===== src/rtl/cpu_run_ctrl_pkg.sv =====
// ---------------------------------------------------------------------------
// cpu_run_ctrl_pkg
//   Shared types and constants for the lab CPU run controller.
//   - run_state_t       : controller FSM state, 3-bit encoding
//   - RUN_CNT_UNLIMITED : MAX_CYCLES value that disables the cycle budget
// ---------------------------------------------------------------------------
package cpu_run_ctrl_pkg;

    typedef enum logic [2:0] {
        IDLE      = 3'd0,
        RESET     = 3'd1,
        RUN       = 3'd2,
        STEP_WAIT = 3'd3,
        STEP      = 3'd4,
        DONE      = 3'd5
    } run_state_t;

    localparam int RUN_CNT_UNLIMITED = 0;

endpackage


===== src/rtl/cpu_run_ctrl_edge_det.sv =====
// ---------------------------------------------------------------------------
// edge_det
//   Registered rising-edge detector. The input is captured in one register
//   and the pulse itself is registered, so a rise on d shows up as a
//   one-cycle pulse on rise in the cycle after d goes high.
//   Ports:
//     clk   in  system clock
//     reset in  synchronous, active-high reset (clears both registers)
//     d     in  level input
//     rise  out one-cycle pulse per 0->1 transition of d
// ---------------------------------------------------------------------------
module edge_det (
    input  logic clk,
    input  logic reset,
    input  logic d,
    output logic rise
);

    logic d_q;

    // NOTE: sequential state uses non-blocking assignments so every register
    // samples the pre-edge value of its inputs, independent of statement order.
    always_ff @(posedge clk) begin
        if (reset) begin
            d_q  <= 1'b0;
            rise <= 1'b0;
        end else begin
            d_q  <= d;
            rise <= d & ~d_q;
        end
    end

endmodule


===== src/rtl/cpu_run_ctrl.sv =====
// ---------------------------------------------------------------------------
// cpu_run_ctrl
//   Run controller for the lab CPU. Issues the CPU reset pulse at run start,
//   gates the CPU with a per-cycle clock enable, counts enabled cycles and
//   stops the run on HALT or budget exhaustion. Supports free-run and
//   single-step operation.
//
//   Optional feature: define CPU_RUN_CTRL_BREAKPOINT_EN to add a PC
//   breakpoint comparator (ports pc, bp_addr, bp_valid; parameter PC_W).
//
//   Ports:
//     clk          in   system clock
//     reset        in   synchronous, active-high controller reset
//     start        in   level; rising edge begins a run (from IDLE/DONE)
//     step_mode    in   1 = single-step, 0 = free-run
//     step_req     in   level; each rising edge grants one cycle in STEP_WAIT
//     halt_in      in   CPU executed HALT (looked at only on enabled cycles)
//     pc           in   CPU program counter        (breakpoint build only)
//     bp_addr      in   breakpoint address          (breakpoint build only)
//     bp_valid     in   breakpoint armed            (breakpoint build only)
//     cpu_reset    out  active-high CPU reset
//     cpu_en       out  CPU clock enable
//     cycle_count  out  enabled cycles since the last run start
//     done         out  run ended by HALT
//     timeout      out  run ended by cycle budget
// ---------------------------------------------------------------------------
module cpu_run_ctrl
    import cpu_run_ctrl_pkg::*;
#(
    parameter int RST_CYCLES = 2,
    parameter int MAX_CYCLES = 500,
    parameter int CNT_W      = 16
`ifdef CPU_RUN_CTRL_BREAKPOINT_EN
    ,
    parameter int PC_W       = 9
`endif
) (
    input  logic             clk,
    input  logic             reset,
    input  logic             start,
    input  logic             step_mode,
    input  logic             step_req,
    input  logic             halt_in,
`ifdef CPU_RUN_CTRL_BREAKPOINT_EN
    input  logic [PC_W-1:0]  pc,
    input  logic [PC_W-1:0]  bp_addr,
    input  logic             bp_valid,
`endif
    output logic             cpu_reset,
    output logic             cpu_en,
    output logic [CNT_W-1:0] cycle_count,
    output logic             done,
    output logic             timeout
);

    localparam bit               BUDGET_EN = (MAX_CYCLES != RUN_CNT_UNLIMITED);
    localparam logic [CNT_W-1:0] MAX_CNT   = CNT_W'(MAX_CYCLES);
    localparam int               RC_W      = (RST_CYCLES > 1) ? $clog2(RST_CYCLES) : 1;
    localparam logic [RC_W-1:0]  RST_LAST  = RC_W'(RST_CYCLES - 1);

    run_state_t       state;
    run_state_t       state_next;
    logic [RC_W-1:0]  rst_cnt;
    logic [CNT_W-1:0] count_inc;
    logic             budget_hit;
    logic             bp_hit;
    logic             start_rise;
    logic             step_rise;

    edge_det u_start_edge (
        .clk   (clk),
        .reset (reset),
        .d     (start),
        .rise  (start_rise)
    );

    edge_det u_step_edge (
        .clk   (clk),
        .reset (reset),
        .d     (step_req),
        .rise  (step_rise)
    );

    // Moore decode: both CPU controls depend on state only.
    assign cpu_reset = (state == IDLE) || (state == RESET);
    assign cpu_en    = (state == RUN)  || (state == STEP);

    assign count_inc  = cycle_count + CNT_W'(1);
    assign budget_hit = BUDGET_EN && (count_inc == MAX_CNT);

`ifdef CPU_RUN_CTRL_BREAKPOINT_EN
    // Set on the way out of STEP_WAIT so the first enabled cycle afterwards
    // can execute past the breakpoint address instead of trapping again.
    logic bp_suppress;

    assign bp_hit = (state == RUN) && bp_valid && (pc == bp_addr) && !bp_suppress;

    always_ff @(posedge clk) begin
        if (reset) begin
            bp_suppress <= 1'b0;
        end else if ((state == STEP_WAIT) && (state_next != STEP_WAIT)) begin
            bp_suppress <= 1'b1;
        end else if (cpu_en) begin
            bp_suppress <= 1'b0;
        end
    end
`else
    assign bp_hit = 1'b0;
`endif

    // NOTE: state_next gets a default before the case so every path assigns
    // it and no latch is inferred.
    always_comb begin
        state_next = state;
        case (state)
            IDLE, DONE: begin
                if (start_rise) state_next = RESET;
            end
            RESET: begin
                if (rst_cnt == RST_LAST) state_next = step_mode ? STEP_WAIT : RUN;
            end
            RUN: begin
                // halt > breakpoint > budget > step_mode request
                if (halt_in)         state_next = DONE;
                else if (bp_hit)     state_next = STEP_WAIT;
                else if (budget_hit) state_next = DONE;
                else if (step_mode)  state_next = STEP_WAIT;
            end
            STEP_WAIT: begin
                if (step_rise)       state_next = STEP;
                else if (!step_mode) state_next = RUN;
            end
            STEP: begin
                state_next = (halt_in || budget_hit) ? DONE : STEP_WAIT;
            end
            default: state_next = IDLE;
        endcase
    end

    always_ff @(posedge clk) begin
        if (reset) begin
            state       <= IDLE;
            rst_cnt     <= '0;
            cycle_count <= '0;
            done        <= 1'b0;
            timeout     <= 1'b0;
        end else begin
            state <= state_next;

            // Counts cycles spent in RESET; idles at zero everywhere else.
            if (state == RESET) rst_cnt <= rst_cnt + RC_W'(1);
            else                rst_cnt <= '0;

            if (((state == IDLE) || (state == DONE)) && start_rise) begin
                cycle_count <= '0;
                done        <= 1'b0;
                timeout     <= 1'b0;
            end else if (cpu_en) begin
                cycle_count <= count_inc;
                // Entering DONE from an enabled cycle: HALT wins over budget.
                if (state_next == DONE) begin
                    done    <= halt_in;
                    timeout <= ~halt_in;
                end
            end
        end
    end

endmodule


===== config.mk =====
export PLATFORM = sky130hd
export DESIGN_NAME = cpu_run_ctrl
export DESIGN_NICKNAME = d
export VERILOG_FILES = /design/src/rtl/cpu_run_ctrl_pkg.sv /design/src/rtl/cpu_run_ctrl_edge_det.sv /design/src/rtl/cpu_run_ctrl.sv
export SDC_FILE = /design/constraint.sdc
export NUM_CORES = 1
export LEC_CHECK = 0
export ABC_AREA = 0
export CORE_UTILIZATION = 51
export CTS_CLUSTER_SIZE = 10
export DETAILED_ROUTE_END_ITERATION = 16
export PLACE_DENSITY = 0.87
export RECOVER_POWER = 100
export SYNTH_ARGS = -nofsm -noshare
export SYNTH_HDL_FRONTEND = slang
export SYNTH_SLANG_ARGS = --single-unit

===== constraint.sdc =====
create_clock -name clk -period 2.73 [get_ports clk]
set_input_delay 0.273 -clock clk [delete_from_list [all_inputs] [get_ports clk]]
set_output_delay 0.273 -clock clk [all_outputs]
set_load 0.02 [all_outputs]

==> qor.csv, run 1 <==
metric,value,unit
worstMarginPinSlew,0.653,ns
area_delta_synth_final,18.2,%
clock_latency,0.32,ns
crit_path_start_kind,register,
dp_slack,0.562,ns
synth_top_cell_by_area,dfxtp_1,
power,0.617,mW
netlist.area_leader.share,37.2,%
min_period,2.54,ns
cts_hold_buf,0,
rr_worst_depth,6,
final_util,65.5,%
postSynthAreaPerCell,8.79,um^2
synth_edf_count,0,
dieArea,2950,um^2
num-nets-final,188,
instances_no_fill,209,
finalCritPeriodShare,92.9,%
cts_sinks,26,
portBuffers,25,
dp_cells,205,
grt_overflow,0,
post_dp_cell_area,1630,um^2
ios,26,
fin_setup_tns,0,ns
ant_nets,0,
holdPathStages,1,
p_leak,0.657,nW
synthesis.nets,167,
async_flop_share,0,%
numCtsBuffers,3,
drt_iter0_markers,17,
core,2520,um^2
cts_buffer_depth,2,
synthTopCellsByArea,"dfxtp_1 (37%), xor2_1 (7.5%), nor2_1 (7.0%)",
initial_utilization,55.4,%
fill_cells,222,
arrival,2.26,ns
wl,2770,um
power_density,374,nW/um^2
rsz0062_at_grt,no,
ys_ff_latch,26,
hold-worst-slack,0.393,ns
post_cts_buffers,0,
yosysSeqAreaShare,37.2,%
ys.flop_type,dfxtp_1,
routed-via-count,1174,
crit_path_max_fanout,9,
grt_max_degree,19,
grt_pass1_vias,1072,
fmax,394,MHz
fin_skew,0.00242,ns
dpl.hpwl,2060,um
cts.clk_slew.worst_paths,0.14,ns
syn-cell-area,1400,um^2
drc,0,
seq_area,520,um^2
fp.dieH,54.4,um
post_cts_resized,0,
outcome,completed,
maxSlewHeadroom,56.5,%
worstHoldPathType,reg -> reg,
track_usage,21.4,%
worstSetupPathType,reg -> out,
slew_viol_final,0,
rows,18,
cts-root-buf,clkbuf_4,
endpoint_kind,primary output,
layout_common_cells,"nor2_1 (26), dfxtp_1 (26), dlygate4sd3_1 (21), xor2_1 (12), xnor2_1 (8)",
design_area,1650,um^2
multi_input_area,788,um^2
drv_cap,0,
antennaDiodeCount,0,
synth_cell_types,37,
finalSetupViolCount,0,
die_w,54.4,um
routed_via_density,5.62,
final-hold-violation-count,0,
vdd_drop_max,370,uV
drt-wirelength-per-cell,13.3,um
drive_gt1_share,6.70,%
drtPass1Iterations,4,
cp_data_required_time,2.46,ns
timing.final.ws_setup,0.193,ns
tritoncts,built,
ctsHtreeMaxLevel,1,
antenna_found_initial,0,
yosys_warnings,0,
place_congestion,0.877,
grt_pass1_wl,4570,um
syn_inst,159,
## synthesized netlist by cell type, types with 4 or more instances
library cell  count
nand3_1           6
and3_1            4
a211oi_1          5
xnor2_1           8
nor2_1           26
nand4_1           7
a21oi_1           5
inv_1             4
nor2b_1           4
nand2_1           6
dfxtp_1          26
buf_2             4
xor2_1           12
## final cells by class
cell class,count,share of cell area (%)
clock buffers,4,2.20
inverters,4,0.909
multi-input cells,119,47.7
flip-flops and latches,26,31.5
well taps,30,2.27
repair buffers,26,15.4
## metal layers
layer  up-vias  part of all wire [%]  track usage [%]
met5         -                     0                0
met4         0                   1.4             10.7
met3         4                   3.6             2.78
met2        23                    47             34.6
met1       553                    48             27.8
li1        594                     -                -
## worst max-delay path, stage by stage (launching register included)
cell and delay, ns:
dfxtp_1 0.41, nand2b_1 0.21, a21oi_1 0.56, dlygate4sd3_1 0.76
## cells by family (layout without fill, tap and decap cells)
family | count (synthesis) | after routing | share of synthesized area, %
AO/OA/AOI/OAI | 18 | 18 | 9.22
XOR/XNOR | 20 | 20 | 12.5
adder cells (fa/ha/maj) | 2 | 2 | 1.79
buffers and inverters | 14 | 34 | 5.73
flip-flops | 26 | 26 | 37.2
multiplexers | 4 | 4 | 2.95
AND/OR/NAND/NOR | 75 | 75 | 30.5
## path summary, 6_finish.rpt
| path | start | endpoint | slack [ns] |
|---|---|---|---|
| worst min register to register | u_step_edge.d_q | u_step_edge.rise | 0.39 |
| worst min-delay path | u_step_edge.d_q | u_step_edge.rise | 0.39 |
| worst max register to register | cycle_count[0] | state[1] | 0.50 |
| worst max-delay path | state[2] | cpu_en | 0.19 |
## state kept, by name, summed over array words and instances (netlist names)
signal             flops
cycle_count           16
done                   1
rst_cnt                1
state                  3
timeout                1
u_start_edge.d_q       1
u_start_edge.rise      1
u_step_edge.d_q        1
u_step_edge.rise       1
## report_power, final
group | internal, mW | total (mW) | switching [mW]
Clock | 0.0816 | 0.196 | 0.114
Sequential | 0.385 | 0.389 | 0.00446
Combinational | 0.0150 | 0.0326 | 0.0176
Total | 0.481 | 0.617 | 0.136
No activity file was read; power rests on OpenSTA's default activity.
==> inputs of run 2 (changes only) <==
--- a/config.mk
+++ b/config.mk
@@ -11,6 +11,7 @@
 export DETAILED_ROUTE_END_ITERATION = 16
 export PLACE_DENSITY = 0.87
 export RECOVER_POWER = 100
+export SLEW_MARGIN = 20
 export SYNTH_ARGS = -nofsm -noshare
 export SYNTH_HDL_FRONTEND = slang
 export SYNTH_SLANG_ARGS = --single-unit
==> results of run 2 <==
The final DEF is identical to that of run 1; final timing and power are the same.
